[config.mk]
export PLATFORM = sky130hd
export DESIGN_NAME = control_sequencer
export DESIGN_NICKNAME = d
export VERILOG_FILES = /design/src/rtl/control_sequencer.sv
export SDC_FILE = /design/constraint.sdc
export NUM_CORES = 1
export LEC_CHECK = 0
export CAP_MARGIN = 25
export CORE_ASPECT_RATIO = 0.5
export CORE_MARGIN = 5
export CORE_UTILIZATION = 48
export CTS_CLUSTER_SIZE = 12
export DETAILED_ROUTE_END_ITERATION = 16
export PLACE_DENSITY = 0.95
export RECOVER_POWER = 50
export SETUP_SLACK_MARGIN = 0.02
export SYNTH_ARGS = -nofsm -noshare
export SYNTH_HDL_FRONTEND = slang
export SYNTH_SLANG_ARGS = --single-unit
[constraint.sdc]
create_clock -name clock -period 9.85 [get_ports clock]
set_input_delay 2.4625 -clock clock [delete_from_list [all_inputs] [get_ports clock]]
set_output_delay 2.4625 -clock clock [all_outputs]
set_load 0.005 [all_outputs]
[src/rtl/control_sequencer.sv]
// Fetch/execute sequencer for the 16-bit CPU: instruction-class decode, multiply wait,
// stack-depth tracking with faults, illegal-opcode trap and vectored interrupt entry.
module control_sequencer #(
    parameter int unsigned IW          = 16,
    parameter int unsigned STACK_DEPTH = 16,
    parameter int unsigned MUL_CYCLES  = 2,
    localparam int unsigned DW         = $clog2(STACK_DEPTH + 1)
) (
    input  logic          clock,
    input  logic          reset_n,
    input  logic [IW-1:0] instruction,
    input  logic          instr_valid,
    input  logic          irq,
    input  logic          irq_en,
    output logic [2:0]    state,
    output logic [3:0]    op_class,
    output logic          ir_en,
    output logic          pc_cnt_en,
    output logic          pc_sload,
    output logic [1:0]    jump_sel,
    output logic [1:0]    ram_data_addr_sel,
    output logic          ram_wren_data,
    output logic          stack_push,
    output logic          stack_pop,
    output logic          regf_write_en,
    output logic          alu_start,
    output logic          irq_ack,
    output logic          stop,
    output logic [2:0]    fault,
    output logic [DW-1:0] sp_depth
);

    localparam int unsigned CW = $clog2(MUL_CYCLES + 1);

    typedef enum logic [2:0] {
        S_FETCH = 3'b000,
        S_EXEC1 = 3'b010,
        S_EXEC2 = 3'b001,
        S_MULW  = 3'b011,
        S_INT1  = 3'b100,
        S_INT2  = 3'b101,
        S_HALT  = 3'b111
    } state_e;

    localparam logic [2:0] F_NONE      = 3'd0;
    localparam logic [2:0] F_STP       = 3'd1;
    localparam logic [2:0] F_OVERFLOW  = 3'd2;
    localparam logic [2:0] F_UNDERFLOW = 3'd3;
    localparam logic [2:0] F_ILLEGAL   = 3'd4;

    state_e        state_q, state_d;
    logic [3:0]    op_class_q, op_class_d;
    logic [1:0]    mem_sub_q, mem_sub_d;
    logic [CW-1:0] mul_cnt_q, mul_cnt_d;
    logic [2:0]    fault_q, fault_d;
    logic [DW-1:0] sp_depth_q, sp_depth_d;

    logic [3:0] opcode;
    logic [3:0] sub;
    logic       boundary, do_push, do_pop, go_halt;
    logic [2:0] halt_code;

    logic       ir_en_c, pc_cnt_en_c, pc_sload_c, ram_wren_data_c;
    logic       stack_push_c, stack_pop_c, regf_write_en_c, alu_start_c, irq_ack_c;
    logic [1:0] jump_sel_c, addr_sel_c;

    assign opcode = instruction[IW-1 -: 4];
    assign sub    = instruction[IW-5 -: 4];

    if (IW > 8) begin : g_low_unused
        logic unused_low;
        assign unused_low = ^instruction[IW-9:0];
    end

    // Next-state, datapath strobes and stack bookkeeping
    always_comb begin
        state_d         = state_q;
        op_class_d      = op_class_q;
        mem_sub_d       = mem_sub_q;
        mul_cnt_d       = mul_cnt_q;
        fault_d         = fault_q;
        sp_depth_d      = sp_depth_q;
        ir_en_c         = 1'b0;
        pc_cnt_en_c     = 1'b0;
        pc_sload_c      = 1'b0;
        ram_wren_data_c = 1'b0;
        stack_push_c    = 1'b0;
        stack_pop_c     = 1'b0;
        regf_write_en_c = 1'b0;
        alu_start_c     = 1'b0;
        irq_ack_c       = 1'b0;
        jump_sel_c      = 2'b00;
        addr_sel_c      = 2'b00;
        boundary        = 1'b0;
        do_push         = 1'b0;
        do_pop          = 1'b0;
        go_halt         = 1'b0;
        halt_code       = F_NONE;

        case (state_q)
            S_FETCH: begin
                if (instr_valid) begin
                    ir_en_c     = 1'b1;
                    pc_cnt_en_c = 1'b1;
                    state_d     = S_EXEC1;
                end
            end
            S_EXEC1: begin
                op_class_d = opcode;
                mem_sub_d  = sub[3:2];
                mul_cnt_d  = '0;
                case (opcode)
                    4'b0000, 4'b0001, 4'b0010, 4'b0011, 4'b0100, 4'b0101: begin
                        regf_write_en_c = 1'b1;
                        boundary        = 1'b1;
                    end
                    4'b0110: begin
                        state_d = S_EXEC2;
                        case (sub[3:2])
                            2'b00:   do_push = 1'b1;
                            2'b01:   addr_sel_c = 2'b00;
                            2'b10:   do_pop = 1'b1;
                            default: ram_wren_data_c = 1'b1;
                        endcase
                    end
                    4'b1000, 4'b1001: begin
                        alu_start_c = 1'b1;
                        state_d     = S_MULW;
                    end
                    4'b1100: begin
                        pc_sload_c = 1'b1;
                        boundary   = 1'b1;
                    end
                    4'b1101: begin
                        do_push = 1'b1;
                        state_d = S_EXEC2;
                    end
                    4'b1110: begin
                        pc_cnt_en_c = 1'b1;
                        addr_sel_c  = 2'b10;
                        state_d     = S_EXEC2;
                    end
                    4'b1111: begin
                        if (sub == 4'b0000) begin
                            do_pop  = 1'b1;
                            state_d = S_EXEC2;
                        end else begin
                            go_halt   = 1'b1;
                            halt_code = (sub == 4'b0001) ? F_STP : F_ILLEGAL;
                        end
                    end
                    default: begin
                        go_halt   = 1'b1;
                        halt_code = F_ILLEGAL;
                    end
                endcase
            end
            S_EXEC2: begin
                boundary = 1'b1;
                case (op_class_q)
                    4'b0110: regf_write_en_c = (mem_sub_q == 2'b01) || (mem_sub_q == 2'b10);
                    4'b1101: pc_sload_c = 1'b1;
                    4'b1110: regf_write_en_c = 1'b1;
                    4'b1111: begin
                        pc_sload_c = 1'b1;
                        jump_sel_c = 2'b01;
                    end
                    default: ;
                endcase
            end
            S_MULW: begin
                if (mul_cnt_q == CW'(MUL_CYCLES - 1)) begin
                    regf_write_en_c = 1'b1;
                    boundary        = 1'b1;
                end else begin
                    mul_cnt_d = mul_cnt_q + CW'(1);
                end
            end
            S_INT1: begin
                do_push = 1'b1;
                state_d = S_INT2;
            end
            S_INT2: begin
                pc_sload_c = 1'b1;
                jump_sel_c = 2'b10;
                irq_ack_c  = 1'b1;
                state_d    = S_FETCH;
            end
            S_HALT: ;
            default: state_d = S_FETCH;
        endcase

        // Full/empty checks suppress the stack strobes and trap instead
        if (do_push) begin
            addr_sel_c = 2'b01;
            if (sp_depth_q == DW'(STACK_DEPTH)) begin
                go_halt   = 1'b1;
                halt_code = F_OVERFLOW;
            end else begin
                ram_wren_data_c = 1'b1;
                stack_push_c    = 1'b1;
            end
        end
        if (do_pop) begin
            addr_sel_c = 2'b01;
            if (sp_depth_q == '0) begin
                go_halt   = 1'b1;
                halt_code = F_UNDERFLOW;
            end else begin
                stack_pop_c = 1'b1;
            end
        end

        if (boundary) begin
            state_d = (irq && irq_en) ? S_INT1 : S_FETCH;
        end
        if (go_halt) begin
            state_d = S_HALT;
            fault_d = halt_code;
        end

        sp_depth_d = sp_depth_q + DW'(stack_push_c) - DW'(stack_pop_c);
    end

    always_ff @(posedge clock) begin
        if (!reset_n) begin
            state_q    <= S_FETCH;
            op_class_q <= '0;
            mem_sub_q  <= '0;
            mul_cnt_q  <= '0;
            fault_q    <= F_NONE;
            sp_depth_q <= '0;
        end else begin
            state_q    <= state_d;
            op_class_q <= op_class_d;
            mem_sub_q  <= mem_sub_d;
            mul_cnt_q  <= mul_cnt_d;
            fault_q    <= fault_d;
            sp_depth_q <= sp_depth_d;
        end
    end

    // Strobes are held quiet for the whole cycle in which reset is asserted
    assign state             = state_q;
    assign op_class          = op_class_q;
    assign fault             = fault_q;
    assign sp_depth          = sp_depth_q;
    assign stop              = reset_n && (state_q == S_HALT);
    assign ir_en             = reset_n && ir_en_c;
    assign pc_cnt_en         = reset_n && pc_cnt_en_c;
    assign pc_sload          = reset_n && pc_sload_c;
    assign ram_wren_data     = reset_n && ram_wren_data_c;
    assign stack_push        = reset_n && stack_push_c;
    assign stack_pop         = reset_n && stack_pop_c;
    assign regf_write_en     = reset_n && regf_write_en_c;
    assign alu_start         = reset_n && alu_start_c;
    assign irq_ack           = reset_n && irq_ack_c;
    assign jump_sel          = reset_n ? jump_sel_c : 2'b00;
    assign ram_data_addr_sel = reset_n ? addr_sel_c : 2'b00;

endmodule
=== After elaboration in Yosys (flattened, before gate mapping) ===
Index checks and enable logic that the tools add are counted.

* Register bits after elaboration: 19

* Add/subtract/negate cells: 3
* Eq/ne operators: 34
* Multiplexer cells: 64
* Reductions and logical operators: 28

{| class="wikitable"
|+ Operators with widths
! operator !! count
|-
| $eq A4 B4 Y1 const B || 9
|-
| $mux W3 || 12
|-
| $mux W1 || 31
|-
| $eq A4 B3 Y1 const B || 4
|-
| $mux W2 || 7
|-
| $pmux W1 S2 || 6
|-
| $pmux W3 S4 || 1
|-
| $reduce_or A12 Y1 || 1
|-
| $logic_and A1 B1 Y1 || 11
|-
| $eq A3 B3 Y1 const B || 3
|-
| $pmux W1 S3 || 3
|-
| $pmux W3 S3 || 1
|-
| $reduce_or A3 Y1 || 3
|-
| $eq A4 B1 Y1 const B || 2
|-
| $eq A4 B2 Y1 const B || 2
|-
| $logic_not A4 Y1 || 2
|-
| $pmux W2 S2 || 2
|-
| $reduce_or A7 Y1 || 1
|-
| $eq A2 B1 Y1 const B || 3
|-
| $eq A3 B2 Y1 const B || 2
|-
| $ne A6 B5 Y1 const B || 1
|-
| $pmux W3 S2 || 1
|-
| $reduce_or A6 Y1 || 1
|-
| $add A5 B1 Y5 || 1
|-
| 17 further kinds || 19
|}

=== Depth between registers and ports, before layout ===
Gate-level depths: netlist (run 1).

* Word-level depth: 10
* Depth in mapped cells: 15

=== Least setup slack after synthesis (run 1) ===
No wires, ideal clock.

* Path type: input port to output port
* Start: input port instruction[15]
* End: output port stack_pop
* Data arrival time: 4.050 ns
* Required time: 7.388 ns
* Path slack: 3.338 ns
* Stages on the path: 6
* Path buffers: 1
* Path through: buf_4 -> or4b_4 -> or4_4 -> a21oi_1 -> o21a_1 -> and2_1

* Longest elaborated chain between the ends: 5
* Elaborated cells on any way between the ends: 6
* Those cells by class: eq/ne: 2; mux: 3; reduce/logical: 1

{| class="wikitable"
|+ RTL lines
! what !! line !! text
|-
| start: declaration || 11 || <nowiki>input logic [IW-1:0] instruction,</nowiki>
|-
| $eq A4 B4 Y1 / $eq A4 B3 Y1 (equally long branches) || 112 || <nowiki>case (opcode)</nowiki>
|-
| $pmux W1 S2 (*) || 112 ||
|-
| $mux W1 (*) || 100 || <nowiki>case (state_q)</nowiki>
|-
| $mux W1 (*) || 204 || <nowiki>if (do_pop) begin</nowiki>
|-
| $logic_and A1 B1 Y1 (*) || 254 || <nowiki>assign stack_pop = reset_n && stack_pop_c;</nowiki>
|-
| end: declaration || 24 || <nowiki>output logic stack_pop,</nowiki>
|}

Every way passes the cells marked *; elsewhere a longest branch is shown, timed or not.

=== Worst setup path after layout (run 1) ===
Same ends and word-level chain as after synthesis.

==> results.toml, run 1 <==
[min_path]
min_from = "fault[1]"
hold_class = "reg -> reg"
hold_depth = 2
whs_endpoint = "fault[1]"

[route]
vias_per_cell = 5.67
drt_iter0_drc = 124
routed_wl_um = 3670
drt_pass1_iterations = 4
route.detailed.drc = 0
via_count = 1473
wl_per_cell_um = 14.1
antenna_left = 0

[cts]
cts.clk_slew.worst_paths_ns = 0.08
cts_root_buffer = "clkbuf_8"
clkSinkCount = 19
cts_made_buffers = 3
cts_resized = 0
cts_buffer_depth = 2
clock_latency_ns = 0.26
tritoncts = "yes"
postCtsHoldBufs = 0
post_cts_buffers = 0
htreeDepth = 1

[critical_path]
crit_path_cell_trace = "dlygate4sd3_1, or4b_4, or4_4, a21oi_1, o21a_1, and2_1, clkdlybuf4s50_1"
crit_fanout = 9
max_stage_delay_ns = 0.71
r2r-start = "state[1]"
r2r-end = "sp_depth[4]"
worst_path_max_delay_cell = "dlygate4sd3_1"
cp.required_ns = 7.39
crit_arrival_ns = 5.32
crit_type = "in -> out"
ff2ff_setup_slack_ns = 6.69
end_kind = "output pin"
reg2reg_depth = 14
crit_path_start_kind = "primary input"

[place]
dp.final_hpwl_um = 2720
post-place-cells = 255
gp_congestion = 0.893
portBuffers = 41

[finish]
layout-drive-gt1-share_pct = 5.83
diodes = 0
final_cells = 260
nNetsFinal = 253
syn2layout_area_growth_pct = 33.6
fillers = 222

[synth]
synth-edff-count = 0
syn_avg_cell_area_um2 = 7.43
yosysTopAreaCellShare_pct = 27.4
synthTopCellsByArea = "dfxtp_1 (27%), nand2_1 (7.3%), ha_1 (6.3%), a21oi_1 (5.4%), nor2_1 (4.9%)"
synth_nets = 216
synthSimpleGateAreaFrac_pct = 33.0
async_flop_share_pct = 0
synth_ff_type = "dfxtp_1"
syn_inst = 187
yosys_warnings = 0
synth_most_common_cell = "nand2_1"
synth_mux_area_share_pct = 0
ys_seq_area_share_pct = 27.4
ys_types = 43
synth_seq_cells = 19
synthAdderAreaFrac_pct = 7.74
synth_largest_area_cell = "dfxtp_1"
synth_common_cells = "nand2_1 (27), dfxtp_1 (19), nor2_1 (18), a21oi_1 (15), inv_1 (13)"
synth-xor-area-share_pct = 2.52
synth_top_family_by_area = "simple AND/OR/NAND/NOR gates"
synth_area_um2 = 1390
synth-compound-area-share_pct = 22.9

[floorplan]
ios = 50
core_area_um2 = 2680
fp.dieW_um = 86.1
initial_core_util_pct = 51.8
die_h_um = 48.1
dieArea_um2 = 4140
num_rows = 13

[outcome]
status = "finished clean"

[pwr]
ir_worst_vdd_mv = 0.0718
power_density_nw_per_um2 = 163
p_leak_nw = 0.719

[sta]
finalCritPeriodShare_pct = 79.0
worst_slew_pin_slew_ns = 0.700
hold_slack_ns = 0.455
tns_ns = 0
slew_viol_final = 0
slew_headroom_pct = 53.3
fin_worst_skew_ns = 0.00178
hold_viol_final = 0
setup_viol = 0
fmax_mhz = 129
rsz0062_at_grt = "false"
period_minus_slack_ns = 7.78

[global_routing]
grt_pass1_wl_um = 5990
grt_pass1_vias = 1369
grt-ovfl-total = 0
grt_max_degree = 23
antenna_found_initial = 0
grt_usage_pct = 18.5

[run]
cap_violations = 0
==> power breakdown <==
part | switching (W) | internal (W) | total [W]
logic | 0.0000670 | 0.0000645 | 0.000131
clock network | 0.0000285 | 0.0000282 | 0.0000567
registers | 0.0000243 | 0.0000903 | 0.000115
==> state kept, by name (all words and copies together), names as in the netlist <==
name,flops
state,3
mul_cnt_q,2
mem_sub_q,2
op_class,4
fault,3
sp_depth,5
==> worst max-delay path, delay by kind of cell <==
family / cells / cell delay, ns
and+or+nand+nor: 3 / 1.22
buffers and inverters: 2 / 1.21
AOI/OAI and AO/OA: 2 / 0.42
==> cell families after synthesis <==
logic type | count (synthesis)
flip-flops | 19
buffers and inverters | 23
XOR/XNOR | 4
AO/OA/AOI/OAI | 43
adder cells (fa/ha/maj) | 8
AND/OR/NAND/NOR | 90
==> cell type report <==
cell class	instances	area (um2)	share of cell area, %
inverters	13	48.8	2.63
well taps	37	46.3	2.49
multi-input cells	145	920	49.5
clock inverters	1	5.00	0.270
clock buffers	3	41.3	2.22
repair buffers	42	415	22.4
flip-flops and latches	19	380	20.5
==> layer usage <==
layer | part of all wire (%) | GRT usage (%)
met1 | 45 | 22.9
met2 | 48 | 33.1
met3 | 6.3 | 5.15
met4 | 0.63 | 4.42
met5 | 0 | 0
==> cell usage in the layout, fill, tap and decap left out, drive strengths merged, types with 2 or more instances in the layout <==
cell           Yosys  final
o31ai              2      2
nand2             27     27
or2                4      4
o21a               2      2
nand3              2      2
xor2               3      3
a31oi              3      3
dlygate4sd3        0     17
nand3b             4      4
nand2b             9      9
nor2              19     19
dfxtp             19     19
a22oi              3      3
or3                3      3
a21o               3      3
nor3b              3      3
and3               2      2
clkdlybuf4s50      0     24
ha                 7      7
and2               3      3
nor3              10     10
inv               13     13
clkbuf             9      4
a221o              2      2
o21ai              3      3
a21oi             15     15
==> worst max-delay path by stage <==
stage / start / to / slack (ns)
final: instruction[15] / stack_pop / 2.07
after detailed placement: instruction[15] / stack_pop / 2.20
after CTS: instruction[15] / stack_pop / 2.15
after global placement: instruction[15] / stack_pop / 2.23
after global routing: instruction[15] / stack_pop / 1.97
after floorplan: instruction[15] / stack_pop / 3.34
==> per-stage QoR <==
| stage | instance area (um2) | util (%) | setup WS (ns) | power [W] |
|---|---|---|---|---|
| floorplan | 1390 | - | 3.34 | 0.000198 |
| global placement | 1810 | 67.3 | 2.23 | 0.000245 |
| detailed placement | 1810 | 67.3 | 2.20 | 0.000249 |
| CTS | 1850 | 69.0 | 2.15 | 0.000305 |
| global route | 1860 | 69.2 | 1.97 | 0.000327 |
| finish | 1860 | 69.2 | 2.07 | 0.000303 |
Note: power is estimated with default switching activity, not from simulation.
==> inputs of run 2 (changes only) <==
--- a/config.mk
+++ b/config.mk
@@ -8,10 +8,10 @@
 export CAP_MARGIN = 25
 export CORE_ASPECT_RATIO = 0.5
 export CORE_MARGIN = 5
-export CORE_UTILIZATION = 48
+export CORE_UTILIZATION = 40
 export CTS_CLUSTER_SIZE = 12
 export DETAILED_ROUTE_END_ITERATION = 16
-export PLACE_DENSITY = 0.95
+export PLACE_DENSITY = 0.87
 export RECOVER_POWER = 50
 export SETUP_SLACK_MARGIN = 0.02
 export SYNTH_ARGS = -nofsm -noshare
==> constraint.sdc (replaced) <==
create_clock -name clock -period 7 [get_ports clock]
set_input_delay 1.75 -clock clock [delete_from_list [all_inputs] [get_ports clock]]
set_output_delay 1.75 -clock clock [all_outputs]
set_load 0.005 [all_outputs]
==> run 2 against run 1 <==
Clock power grew 39%. Critical path depth did not move. Non-clock buffer count stayed put. Global-route usage down 2.5 points. Combinational power increased by 40%. Hold slack improved by 0.0069 ns. Wire length hardly changed. Largest power group unchanged. Sequential share of layout area down 0.18 points. Cell area up 0.88%.
==> results.toml, run 2 (same netlist as run 1, synthesis figures left out) <==
[sta]
fmax_mhz = 160
setup_slack_ns = 0.731
rsz0062_at_grt = "false"
slew_viol_final = 0
slew_headroom_pct = 52.2
period_minus_slack_ns = 6.27
hold_viol_final = 0
finalCritPeriodShare_pct = 89.6
tns_ns = 0
fin_worst_skew_ns = 0.00345
worst_slew_pin_slew_ns = 0.716
setup_viol = 0

[floorplan]
dieArea_um2 = 4830
fp.dieW_um = 93.4
core_area_um2 = 3400
num_rows = 15
initial_core_util_pct = 40.9
ios = 50
die_h_um = 51.7

[place]
gp_congestion = 0.919
dp.final_hpwl_um = 2750
portBuffers = 41
dp_slack_ns = 0.817

[pwr]
p_leak_nw = 0.716
ir_worst_vdd_mv = 0.105
power_w = 0.000426
power_density_nw_per_um2 = 227

[cts]
htreeDepth = 1
cts.clk_slew.worst_paths_ns = 0.07
cts_root_buffer = "clkbuf_8"
postCtsHoldBufs = 0
cts_made_buffers = 3
post_cts_buffers = 0
cts_buffer_depth = 2
cts_resized = 0
clock_latency_ns = 0.26
clkSinkCount = 19
tritoncts = "yes"

[finish]
multi_input_area_um2 = 920
final_cell_mix = "nand2_1 (27), clkdlybuf4s50_1 (24), dfxtp_1 (19)"
nNetsFinal = 253
largest_reg_flops = 5
regArea_um2 = 380
diodes = 0
layout-drive-gt1-share_pct = 5.38
mostFrequentLayoutCell = "nand2_1"
fillers = 325
syn2layout_area_growth_pct = 34.7

[critical_path]
end_kind = "output pin"
crit_fanout = 9
max_stage_delay_ns = 0.69
crit_path_start_kind = "primary input"
crit_type = "in -> out"
crit_arrival_ns = 4.52
worst_path_max_delay_cell = "dlygate4sd3_1"
crit_path_cell_trace = "dlygate4sd3_1, or4b_4, or4_4, a21oi_1, o21a_1, and2_1, clkdlybuf4s50_1"
cp.required_ns = 5.25

[run]
cap_violations = 0

[global_routing]
grt_pass1_wl_um = 6200
antenna_found_initial = 0
grt_pass1_vias = 1339
grt_usage_pct = 16.0
grt-ovfl-total = 0
grt_max_degree = 23

[route]
drt_pass1_iterations = 4
wl_per_cell_um = 13.4
via_count = 1438
route.detailed.drc = 0
antenna_left = 0
vias_per_cell = 5.25
drt_iter0_drc = 133
routed_wl_um = 3670

[min_path]
hold_class = "reg -> reg"

[outcome]
status = "finished clean"
==> run 2: cell types whose count changed in the layout (fill, tap and decap cells not counted), sizes merged <==
cell    before  now
buf          0    1
clkinv       1    0
==> run 2: cell type report <==
class                      count  area share [%]
multi-input combinational    145            49.1
sequential                    19            20.3
inverter                      13            2.61
tap                           51            3.41
clock buffer                   4            2.40
timing repair buffer          42            22.2
==> run 2: routing by layer <==
layer  vias up  wire, um  global-route usage, %
li1        730         -                      -
met1       666      1650                   21.4
met2        37      1810                   25.8
met3         5       165                   3.32
met4         0        34                   5.84
met5         -         0                      0
==> run 2: path summary, 6_finish.rpt <==
check                              endpoint             from  slack [ns]  cells past startpoint
worst max-delay path              stack_pop  instruction[15]        0.73                      7
worst min-delay path               fault[1]         fault[1]        0.46                      2
worst max register to register  sp_depth[4]         state[1]        3.88                     14
worst min register to register     fault[1]         fault[1]        0.46                      2
==> run 2: metrics by stage <==
| step | std cells | hold WS (ns) | utilization [%] | cell area, um2 |
|---|---|---|---|---|
| after CTS | 273 | 0.467 | 55.0 | 1870 |
| after detailed placement | 269 | 0.456 | 53.7 | 1820 |
| after global placement | 269 | 0.445 | 53.7 | 1820 |
| after global routing | 274 | 0.492 | 55.1 | 1870 |
| final | 274 | 0.462 | 55.1 | 1870 |
| after floorplan | 187 | 0.448 | - | 1390 |
==> run 2: critical path, delay by kind of cell <==
family | cells | cell delay (ns)
compound gates | 2 | 0.38
simple gates | 3 | 1.19
buf+inv | 2 | 1.19
==> run 2: power breakdown <==
part | internal [W] | switching (W)
logic | 0.0000908 | 0.0000934
clock network | 0.0000406 | 0.0000384
registers | 0.000127 | 0.0000355
total | 0.000259 | 0.000167
